**src/rtl/traffic_pkg.sv**
```systemverilog
// traffic_pkg: shared state encoding, lamp patterns and display constants
// for the traffic_ctrl intersection sequencer.
package traffic_pkg;

  // Phase index doubles as the state encoding (shown on num_6).
  typedef enum logic [2:0] {
    AR_A  = 3'd0,
    NS_G  = 3'd1,
    NS_Y  = 3'd2,
    AR_B  = 3'd3,
    EW_G  = 3'd4,
    EW_Y  = 3'd5,
    FLASH = 3'd6
  } state_e;

  // Lamp bits are {red, yellow, green}.
  localparam logic [2:0] LAMP_R   = 3'b100;
  localparam logic [2:0] LAMP_Y   = 3'b010;
  localparam logic [2:0] LAMP_G   = 3'b001;
  localparam logic [2:0] LAMP_OFF = 3'b000;

  // Any code 4'hA..4'hF blanks a digit at the display driver.
  localparam logic [3:0] DIGIT_BLANK = 4'hA;

  // Seconds value, 0..99.
  typedef logic [6:0] sec_t;

endpackage

```
**src/rtl/traffic_ctrl_if.sv**
```systemverilog
// traffic_ctrl_if: control input and lamp/display outputs of traffic_ctrl.
// Optional `night` signal exists only with TRAFFIC_NIGHT_FLASH_EN.
interface traffic_ctrl_if;
  logic       hold;
`ifdef TRAFFIC_NIGHT_FLASH_EN
  logic       night;
`endif
  logic [2:0] ns_light;
  logic [2:0] ew_light;
  logic [3:0] num_1;
  logic [3:0] num_2;
  logic [3:0] num_3;
  logic [3:0] num_4;
  logic [3:0] num_5;
  logic [3:0] num_6;

`ifdef TRAFFIC_NIGHT_FLASH_EN
  modport master (output hold, night,
                  input  ns_light, ew_light, num_1, num_2, num_3, num_4, num_5, num_6);
  modport slave  (input  hold, night,
                  output ns_light, ew_light, num_1, num_2, num_3, num_4, num_5, num_6);
`else
  modport master (output hold,
                  input  ns_light, ew_light, num_1, num_2, num_3, num_4, num_5, num_6);
  modport slave  (input  hold,
                  output ns_light, ew_light, num_1, num_2, num_3, num_4, num_5, num_6);
`endif
endinterface

```
**src/rtl/traffic_ctrl_bin2bcd.sv**
```systemverilog
// bin2bcd_99: 0..99 binary to two BCD digits; a zero tens digit is blanked.
module bin2bcd_99
  import traffic_pkg::*;
(
  input  logic [6:0] bin_i,
  output logic [3:0] tens_o,
  output logic [3:0] units_o
);
  logic [3:0] tens;

  // Constant divide/modulo; inputs never exceed 99 so 4-bit results suffice.
  always_comb begin
    tens    = 4'(bin_i / 7'd10);
    units_o = 4'(bin_i % 7'd10);
    tens_o  = (tens == 4'd0) ? DIGIT_BLANK : tens;
  end
endmodule

```
**src/rtl/traffic_ctrl.sv**
```systemverilog
// traffic_ctrl: two-way intersection sequencer on the 1 kHz display clock.
// Optional night flashing mode: define TRAFFIC_NIGHT_FLASH_EN.
module traffic_ctrl
  import traffic_pkg::*;
#(
  parameter int CLK_HZ   = 1000,
  parameter int T_GREEN  = 25,
  parameter int T_YELLOW = 3,
  parameter int T_ALLRED = 2
) (
  input  logic          CLK1K,
  input  logic          rst_n,
  traffic_ctrl_if.slave bus
);
  generate
    if (CLK_HZ < 1 || T_GREEN < 1 || T_YELLOW < 1 || T_ALLRED < 1 ||
        (2*T_ALLRED + T_GREEN + T_YELLOW) > 99) begin : g_bad_cfg
      $error("traffic_ctrl: illegal phase length configuration");
    end
  endgenerate

  localparam int             PW      = (CLK_HZ > 1) ? $clog2(CLK_HZ) : 1;
  localparam logic [PW-1:0]  PRE_MAX = PW'(CLK_HZ - 1);
  localparam sec_t           LEN_G   = sec_t'(T_GREEN);
  localparam sec_t           LEN_Y   = sec_t'(T_YELLOW);
  localparam sec_t           LEN_A   = sec_t'(T_ALLRED);

  function automatic sec_t len_of(state_e s);
    case (s)
      NS_G, EW_G: return LEN_G;
      NS_Y, EW_Y: return LEN_Y;
      default:    return LEN_A;
    endcase
  endfunction

  state_e        state_q, state_d, nxt;
  sec_t          rem_q, rem_d;
  logic [PW-1:0] pre_q, pre_d;
  logic          tick;
  logic          blank_all;
  logic          blink;
`ifdef TRAFFIC_NIGHT_FLASH_EN
  logic          blink_q, blink_d;
`endif

  // State, countdown and prescaler registers.
  always_ff @(posedge CLK1K or negedge rst_n) begin
    if (!rst_n) begin
      state_q <= AR_A;
      rem_q   <= LEN_A;
      pre_q   <= '0;
`ifdef TRAFFIC_NIGHT_FLASH_EN
      blink_q <= 1'b1;
`endif
    end else begin
      state_q <= state_d;
      rem_q   <= rem_d;
      pre_q   <= pre_d;
`ifdef TRAFFIC_NIGHT_FLASH_EN
      blink_q <= blink_d;
`endif
    end
  end

  // Next state: prescaler, per-second countdown and phase advance.
  always_comb begin
    state_d = state_q;
    rem_d   = rem_q;
    pre_d   = pre_q;
    tick    = (pre_q == PRE_MAX) && !bus.hold;
    case (state_q)
      AR_A:    nxt = NS_G;
      NS_G:    nxt = NS_Y;
      NS_Y:    nxt = AR_B;
      AR_B:    nxt = EW_G;
      EW_G:    nxt = EW_Y;
      default: nxt = AR_A;
    endcase
    if (!bus.hold) pre_d = tick ? '0 : pre_q + 1'b1;
    if (tick) begin
      if (rem_q > 7'd1) begin
        rem_d = rem_q - 7'd1;
      end else begin
        state_d = nxt;
        rem_d   = len_of(nxt);
      end
    end
`ifdef TRAFFIC_NIGHT_FLASH_EN
    blink_d = blink_q;
    if (state_q == FLASH) begin
      // Flashing ignores hold; the prescaler only paces the blink.
      state_d = FLASH;
      rem_d   = rem_q;
      pre_d   = (pre_q == PRE_MAX) ? '0 : pre_q + 1'b1;
      if (pre_q == PRE_MAX) blink_d = ~blink_q;
      if (!bus.night) begin
        state_d = AR_A;
        rem_d   = LEN_A;
        pre_d   = '0;
      end
    end else if (bus.night) begin
      state_d = FLASH;
      blink_d = 1'b1;
    end
`endif
  end

`ifdef TRAFFIC_NIGHT_FLASH_EN
  assign blink     = blink_q;
  assign blank_all = (state_q == FLASH);
`else
  assign blink     = 1'b0;
  assign blank_all = 1'b0;
`endif

  sec_t       ns_v, ew_v;
  logic [3:0] ns_t, ns_u, ew_t, ew_u;

  // Lamp decode and "seconds until own green" for the red direction.
  always_comb begin
    bus.ns_light = LAMP_R;
    bus.ew_light = LAMP_R;
    ns_v = rem_q;
    ew_v = rem_q;
    case (state_q)
      AR_A: ew_v = rem_q + LEN_G + LEN_Y + LEN_A;
      NS_G: begin bus.ns_light = LAMP_G; ew_v = rem_q + LEN_Y + LEN_A; end
      NS_Y: begin bus.ns_light = LAMP_Y; ew_v = rem_q + LEN_A; end
      AR_B: ns_v = rem_q + LEN_G + LEN_Y + LEN_A;
      EW_G: begin bus.ew_light = LAMP_G; ns_v = rem_q + LEN_Y + LEN_A; end
      EW_Y: begin bus.ew_light = LAMP_Y; ns_v = rem_q + LEN_A; end
      default: begin
        bus.ns_light = blink ? LAMP_Y : LAMP_OFF;
        bus.ew_light = blink ? LAMP_Y : LAMP_OFF;
      end
    endcase
  end

  bin2bcd_99 u_ns_bcd (.bin_i(ns_v), .tens_o(ns_t), .units_o(ns_u));
  bin2bcd_99 u_ew_bcd (.bin_i(ew_v), .tens_o(ew_t), .units_o(ew_u));

  assign bus.num_1 = blank_all ? DIGIT_BLANK : ns_u;
  assign bus.num_2 = blank_all ? DIGIT_BLANK : ns_t;
  assign bus.num_3 = DIGIT_BLANK;
  assign bus.num_4 = blank_all ? DIGIT_BLANK : ew_u;
  assign bus.num_5 = blank_all ? DIGIT_BLANK : ew_t;
  assign bus.num_6 = blank_all ? DIGIT_BLANK : {1'b0, state_q};
endmodule

```
**src/flat_wrapper.sv**
```systemverilog
// flat-port wrapper written by rule: the top's interface ports become plain ports
module traffic_ctrl_flat import traffic_pkg::*;
#(
  parameter int CLK_HZ   = 1000,
  parameter int T_GREEN  = 25,
  parameter int T_YELLOW = 3,
  parameter int T_ALLRED = 2
)
  (CLK1K, rst_n, bus_hold, bus_ns_light, bus_ew_light, bus_num_1, bus_num_2, bus_num_3, bus_num_4, bus_num_5, bus_num_6);
  traffic_ctrl_if bus_i ();
  input  logic CLK1K;
  input  logic rst_n;
  input wire logic [$bits(bus_i.hold)-1:0] bus_hold;
  output wire logic [$bits(bus_i.ns_light)-1:0] bus_ns_light;
  output wire logic [$bits(bus_i.ew_light)-1:0] bus_ew_light;
  output wire logic [$bits(bus_i.num_1)-1:0] bus_num_1;
  output wire logic [$bits(bus_i.num_2)-1:0] bus_num_2;
  output wire logic [$bits(bus_i.num_3)-1:0] bus_num_3;
  output wire logic [$bits(bus_i.num_4)-1:0] bus_num_4;
  output wire logic [$bits(bus_i.num_5)-1:0] bus_num_5;
  output wire logic [$bits(bus_i.num_6)-1:0] bus_num_6;
  assign bus_i.hold = bus_hold;
  assign bus_ns_light = bus_i.ns_light;
  assign bus_ew_light = bus_i.ew_light;
  assign bus_num_1 = bus_i.num_1;
  assign bus_num_2 = bus_i.num_2;
  assign bus_num_3 = bus_i.num_3;
  assign bus_num_4 = bus_i.num_4;
  assign bus_num_5 = bus_i.num_5;
  assign bus_num_6 = bus_i.num_6;
  traffic_ctrl #(.CLK_HZ(CLK_HZ), .T_GREEN(T_GREEN), .T_YELLOW(T_YELLOW), .T_ALLRED(T_ALLRED)) u_core (.CLK1K(CLK1K), .rst_n(rst_n), .bus(bus_i));
endmodule
```
**config.mk**
```make
export PLATFORM = sky130hd
export DESIGN_NAME = traffic_ctrl_flat
export DESIGN_NICKNAME = d
export VERILOG_FILES = /design/src/rtl/traffic_pkg.sv /design/src/rtl/traffic_ctrl_if.sv /design/src/rtl/traffic_ctrl_bin2bcd.sv /design/src/rtl/traffic_ctrl.sv /design/src/flat_wrapper.sv
export SDC_FILE = /design/constraint.sdc
export NUM_CORES = 1
export LEC_CHECK = 0
export CORE_MARGIN = 10
export CORE_UTILIZATION = 50
export DETAILED_ROUTE_END_ITERATION = 10
export PLACE_DENSITY = 0.74
export SYNTH_ARGS = -nofsm -noshare
export SYNTH_HDL_FRONTEND = slang
export SYNTH_SLANG_ARGS = --single-unit
```
**constraint.sdc**
```tcl
create_clock -name CLK1K -period 6.4 [get_ports CLK1K]
set_input_delay 1.28 -clock CLK1K [delete_from_list [all_inputs] [get_ports CLK1K]]
set_output_delay 1.28 -clock CLK1K [all_outputs]
set_load 0.005 [all_outputs]
```
[After elaboration in Yosys (flattened, before gate mapping)]
Index checks and enable logic that the tools add are counted.
W data, S select, Z words.
Cells by class
  multipliers: 0
  eq/ne operators: 10
  shift operators: 0
  magnitude comparators: 1
  divide/modulo/power cells: 4
  add/subtract/negate cells: 8
  bitwise gates (word level): 1
  multiplexer cells: 10
  reduce and logical (&&, ||, !) cells: 10
Operators with widths (number)
  $pmux W7 S3: 2
  $add A7 B2 Y7 const B: 5
  $pmux W3 S3: 2
  $pmux W3 S5: 1
  $div A7 B4 Y7 const B: 2
  $mod A7 B4 Y7 const B: 2
  $eq A3 B3 Y1 const B: 4
  $add A10 B1 Y10 const B: 1
  $eq A10 B10 Y1 const B: 1
  $mux W10: 1
  $pmux W5 S2: 1
  $eq A3 B2 Y1 const B: 3
  $logic_not A4 Y1: 2
  $mux W4: 2
  $reduce_or A4 Y1: 2
  $add A7 B5 Y7 const B: 1
  $gt A7 B1 Y1 const B: 1
  $mux W7: 1
  $sub A7 B1 Y7 const B: 1
  $eq A3 B1 Y1 const B: 2
  $reduce_or A2 Y1: 2
  $logic_not A3 Y1: 1
  $reduce_and A2 Y1: 1
  $logic_and A1 B1 Y1: 1
  2 further kinds: 2
Word-level totals
  register bits: 20
  ROM bits: 0
  bits in writable memories: 0
  memories kept: 0
  latch bits: 0
  input port bits: 3
  word-level logic and storage cells: 47

[Longest topological paths before layout]
  depth in word-level cells: 7
  mapped depth: 27
  gate-level depth less buffers: 25

[Hierarchy]
A second synthesis with hierarchy kept.
Unflattened totals
  cell total of the unflattened synthesis: 412
  area total of the unflattened synthesis: 3060.4 sq um
Modules (own cells, without submodules)
  traffic_ctrl: cells each 246, times used 1, area an instance 1949.4 sq um
  bin2bcd_99: cells each 83, times used 2, area an instance 555.5 sq um

[Least setup slack after synthesis]
Ideal clock, no wire load.
  kind: register to output
  from: reg u_core.rem_q[1]
  to: out bus_num_4[2]
  arrival time: 5.440 ns
  setup slack: -0.320 ns
  cell stages (with the launch flop): 25
  cells stage by stage: dfstp_2 buf_2 inv_1 ha_1 nor3b_2 or4_1 a31oi_1 nor2_1 o21ai_0 xnor2_1 ha_1 inv_1 a41oi_2 nand2b_1 o21ai_1 a211oi_1 xnor2_1 ha_1 o221a_2 a21o_1 a22o_1 o2bb2ai_1 nor4b_4 and2_4 mux2i_1
On the way
  cells in the longest elaborated chain, start to end: 5
RTL lines
  start, declared: RTL line traffic_ctrl.sv:37  | sec_t rem_q, rem_d;
  start signal, assigned: RTL line traffic_ctrl.sv:57  | rem_q <= rem_d;
  $add A7 B5 Y7: RTL line traffic_ctrl.sv:126  | AR_A: ew_v = rem_q + LEN_G + LEN_Y + LEN_A;
  $add A7 B2 Y7 (2 in series): RTL line traffic_ctrl.sv:126
  $pmux W7 S3 *: RTL line traffic_ctrl.sv:125  | case (state_q)
  $mod A7 B4 Y7 *: RTL line traffic_ctrl_bin2bcd.sv:14  | units_o = 4'(bin_i % 7'd10);
  end, declared: RTL line flat_wrapper.sv:19  | output wire logic [$bits(bus_i.num_4)-1:0] bus_num_4;
Every way passes the cells marked *; elsewhere a longest branch is shown, timed or not.

[Final worst setup path]
  from: reg u_core.rem_q[1]
  to: out bus_num_4[3]
The elaborated chain is that of the path after synthesis.

==> impl_metrics.env <==
export IMPL_status="finished with violations"
export IMPL_violations="setup timing"
export IMPL_avgSynthCellArea_um2=7.24
export IMPL_crit_family="compound AO/OA/AOI/OAI gates"
export IMPL_place_hpwl_mm=7.94
export IMPL_criticalPathCategory="flop to output pin"
export IMPL_rows=28
export IMPL_clock_sinks=20
export IMPL_wl_mm=11.0
export IMPL_min_period_ns=6.52
export IMPL_timing_fmax_mhz=153
export IMPL_syn_inst=438
export IMPL_core_area_um2=6030
export IMPL_die_w_um=99.6
export IMPL_hold_class="flop to flop"
export IMPL_ys_types=84
export IMPL_start_util=0.526
export IMPL_slowest_delay_ns=0.54
export IMPL_arrival_ns=5.24
export IMPL_min_path_cells=1
export IMPL_ys_ff_latch=20
export IMPL_dp_slack_ns=-0.363
export IMPL_async_reset_ff_frac=1.00
export IMPL_start_kind="flop"
export IMPL_syn_cell_area_um2=3170
export IMPL_peakVddDrop_mv=0.162
export IMPL_drc=0
export IMPL_min_from="u_core.pre_q[2]"
export IMPL_grt_overflow=0
export IMPL_clk_latency_ns=0.26
export IMPL_via_per_inst=6.41
export IMPL_finalSetupTns_ns=-0.482
export IMPL_drv_slew=0
export IMPL_wl_per_cell_um=18.2
export IMPL_die_height_um=99.6
export IMPL_path_max_fanout=8
export IMPL_clock_skew_ns=0.00130
export IMPL_gr_usage_all_layers=0.206
export IMPL_holdPathEnd="u_core.pre_q[2]"
export IMPL_cts_hold_buf=0
export IMPL_cts_tree="yes"
export IMPL_seq_area_frac_synth=0.158
export IMPL_maxCapViolations=0
export IMPL_period_share=1.02
export IMPL_io_pins=33
export IMPL_required_ns=5.12
export IMPL_final_cells=603
export IMPL_grt_setup_unrepaired="yes"
export IMPL_cp_slowest_cell="or4_4"
export IMPL_ant_nets=0
export IMPL_post_route_util=0.724
export IMPL_antenna_found_initial=0
export IMPL_r2r_end="u_core.state_q[1]"
export IMPL_setup_viol=6
export IMPL_fin_ws_ns=-0.121
export IMPL_clkTransAtPathRegs_ns=0.08
export IMPL_place_gp_congestion=0.939
export IMPL_first_global_vias=3492
export IMPL_r2r_start="u_core.rem_q[1]"
export IMPL_p_per_area_nw_per_um2=73.9
export IMPL_grt_max_degree=22
export IMPL_syn_to_final_growth_pct=37.6
export IMPL_io_buffers=27
export IMPL_fillers=455
export IMPL_dpl_cell_count=585
export IMPL_ys_warn_count=0
export IMPL_drive_above_1_share=0.299
export IMPL_crit_buf_inv=4
export IMPL_cp_end_kind="output pin"
export IMPL_worst_pin_slew_ns=0.930
export IMPL_vias=3867
export IMPL_nets=544
export IMPL_firstDrtPassIters=5
export IMPL_rr_worst_depth=8
export IMPL_drtIter0Drc=440
export IMPL_grt_pass1_wl_mm=17.5
export IMPL_r2r_setup_slack_ns=3.75
export IMPL_maxSlewHeadroom=0.378
export IMPL_cts_buffers=3
export IMPL_die_area_um2=9930
export IMPL_ys_flop_type="dfrtp_1"
export IMPL_p_leak_nw=1.86
export IMPL_root_buffer="clkbuf_8"
export IMPL_diodes=0
export IMPL_hold_viol_final=0
export IMPL_synth_edf_count=0
export IMPL_h_tree_depth=1
export IMPL_cts_buffer_depth=2
## sequential cells by signal (all words and copies together), names as in the netlist
name,count
u_core.pre_q,10
u_core.state_q,3
u_core.rem_q,7
## through the flow
stage               hold slack [ns]  total power, mW  area [µm²]
finish                        0.533            0.322        4360
global route                  0.557            0.337        4360
CTS                           0.534            0.323        4220
detailed placement            0.495            0.194        4030
global placement              0.483            0.190        4030
floorplan                     0.468            0.184        3250
## final cells by class
cell class	instances	area [µm²]	share of cell area
Sequential cell	20	502	0.115
Inverter	19	71.3	0.0163
Timing Repair Buffer	120	988	0.227
Clock inverter	1	30.0	0.00688
Clock buffer	3	41.3	0.00946
Tap cell	75	93.8	0.0215
Multi-Input combinational cell	365	2640	0.604
## report_power, final
part / total [mW] / internal, mW / switching [mW]
sequential: 0.161 / 0.142 / 0.0191
clock: 0.128 / 0.0835 / 0.0444
combinational: 0.0335 / 0.0154 / 0.0181
total: 0.322 / 0.241 / 0.0816
## placed cells by master (no fill, tap or decap), types with 7 or more instances in the layout
cell             netlist  final
nand2b_1               9      8
o21ai_0               24     22
nand3_1               18     16
xnor2_1               13     12
a21o_1                 7      7
mux2i_1               11     10
nor3_1                14     13
buf_4                  6     86
ha_1                  12      8
clkdlybuf4s50_1        0     21
nand2_1               39     37
dfrtp_1               19     19
inv_1                 18     17
o211ai_1               7      7
nor2b_1               10     10
a21oi_1               29     26
nor2_1                38     37
## per-layer routing
| layer | global-route usage | share of wire | wire length (µm) |
|---|---|---|---|
| met1 | 0.278 | 0.41 | 4540 |
| met2 | 0.329 | 0.46 | 5040 |
| met3 | 0.0381 | 0.11 | 1170 |
| met5 | 0 | 0 | 0 |
| met4 | 0.0474 | 0.020 | 221 |
## worst reg2reg max path, cell delays in order (launching register included)
cell	delay (ns)
dfstp_2	0.58
inv_1	0.08
buf_4	0.16
ha_1	0.19
a21boi_0	0.49
o21a_1	0.32
nand2_1	0.23
o21ai_0	0.35
o31ai_1	0.13
## cell families (layout without fill, tap and decap cells)
group / after synthesis / after routing / share of synthesized area
simple gates: 180 / 180 / 0.310
fa+ha+maj: 13 / 13 / 0.0505
buf+inv: 56 / 143 / 0.0840
mux: 12 / 12 / 0.0383
flops: 20 / 20 / 0.158
compound gates: 136 / 136 / 0.305
other cells: 2 / 5 / 0.00237
xor+xnor: 19 / 19 / 0.0525
## worst max path at each step
stage,from,endpoint,slack (ns),cells after the start
floorplan,u_core.rem_q[2],bus_num_4[2],0.006,26
global placement,u_core.rem_q[1],bus_num_4[2],-0.15,24
detailed placement,u_core.rem_q[1],bus_num_4[3],-0.36,23
CTS,u_core.rem_q[2],bus_num_4[2],-0.14,24
global route,u_core.rem_q[1],bus_num_5[3],-0.41,25
finish,u_core.rem_q[1],bus_num_4[3],-0.12,25
## timing repair
action / CTS / global route
gates resized for setup: 43 / 20
hold endpoints to repair: 0 / 0
endpoints found under the setup margin: 7 / 9
setup buffers: 8 / 6
cloned: 0 / 0
pin swaps: 15 / 17
## cells in the mapped netlist (all sizes together), types with 7 or more instances
| cell type | instances | area share |
|---|---|---|
| nand3 | 18 | 0.028 |
| nand2 | 40 | 0.048 |
| o21ai | 31 | 0.049 |
| buf | 28 | 0.050 |
| nor3b | 8 | 0.024 |
| a21oi | 30 | 0.051 |
| clkbuf | 9 | 0.011 |
| nor3 | 14 | 0.022 |
| a211oi | 7 | 0.018 |
| a31oi | 8 | 0.016 |
| ha | 12 | 0.047 |
| o211ai | 7 | 0.017 |
| xnor2 | 13 | 0.036 |
| a21o | 7 | 0.017 |
| mux2i | 11 | 0.035 |
| nor2b | 10 | 0.020 |
| nand2b | 9 | 0.018 |
| nor2 | 39 | 0.047 |
| dfrtp | 19 | 0.15 |
| inv | 19 | 0.022 |
(Power assumes the default switching activity.)
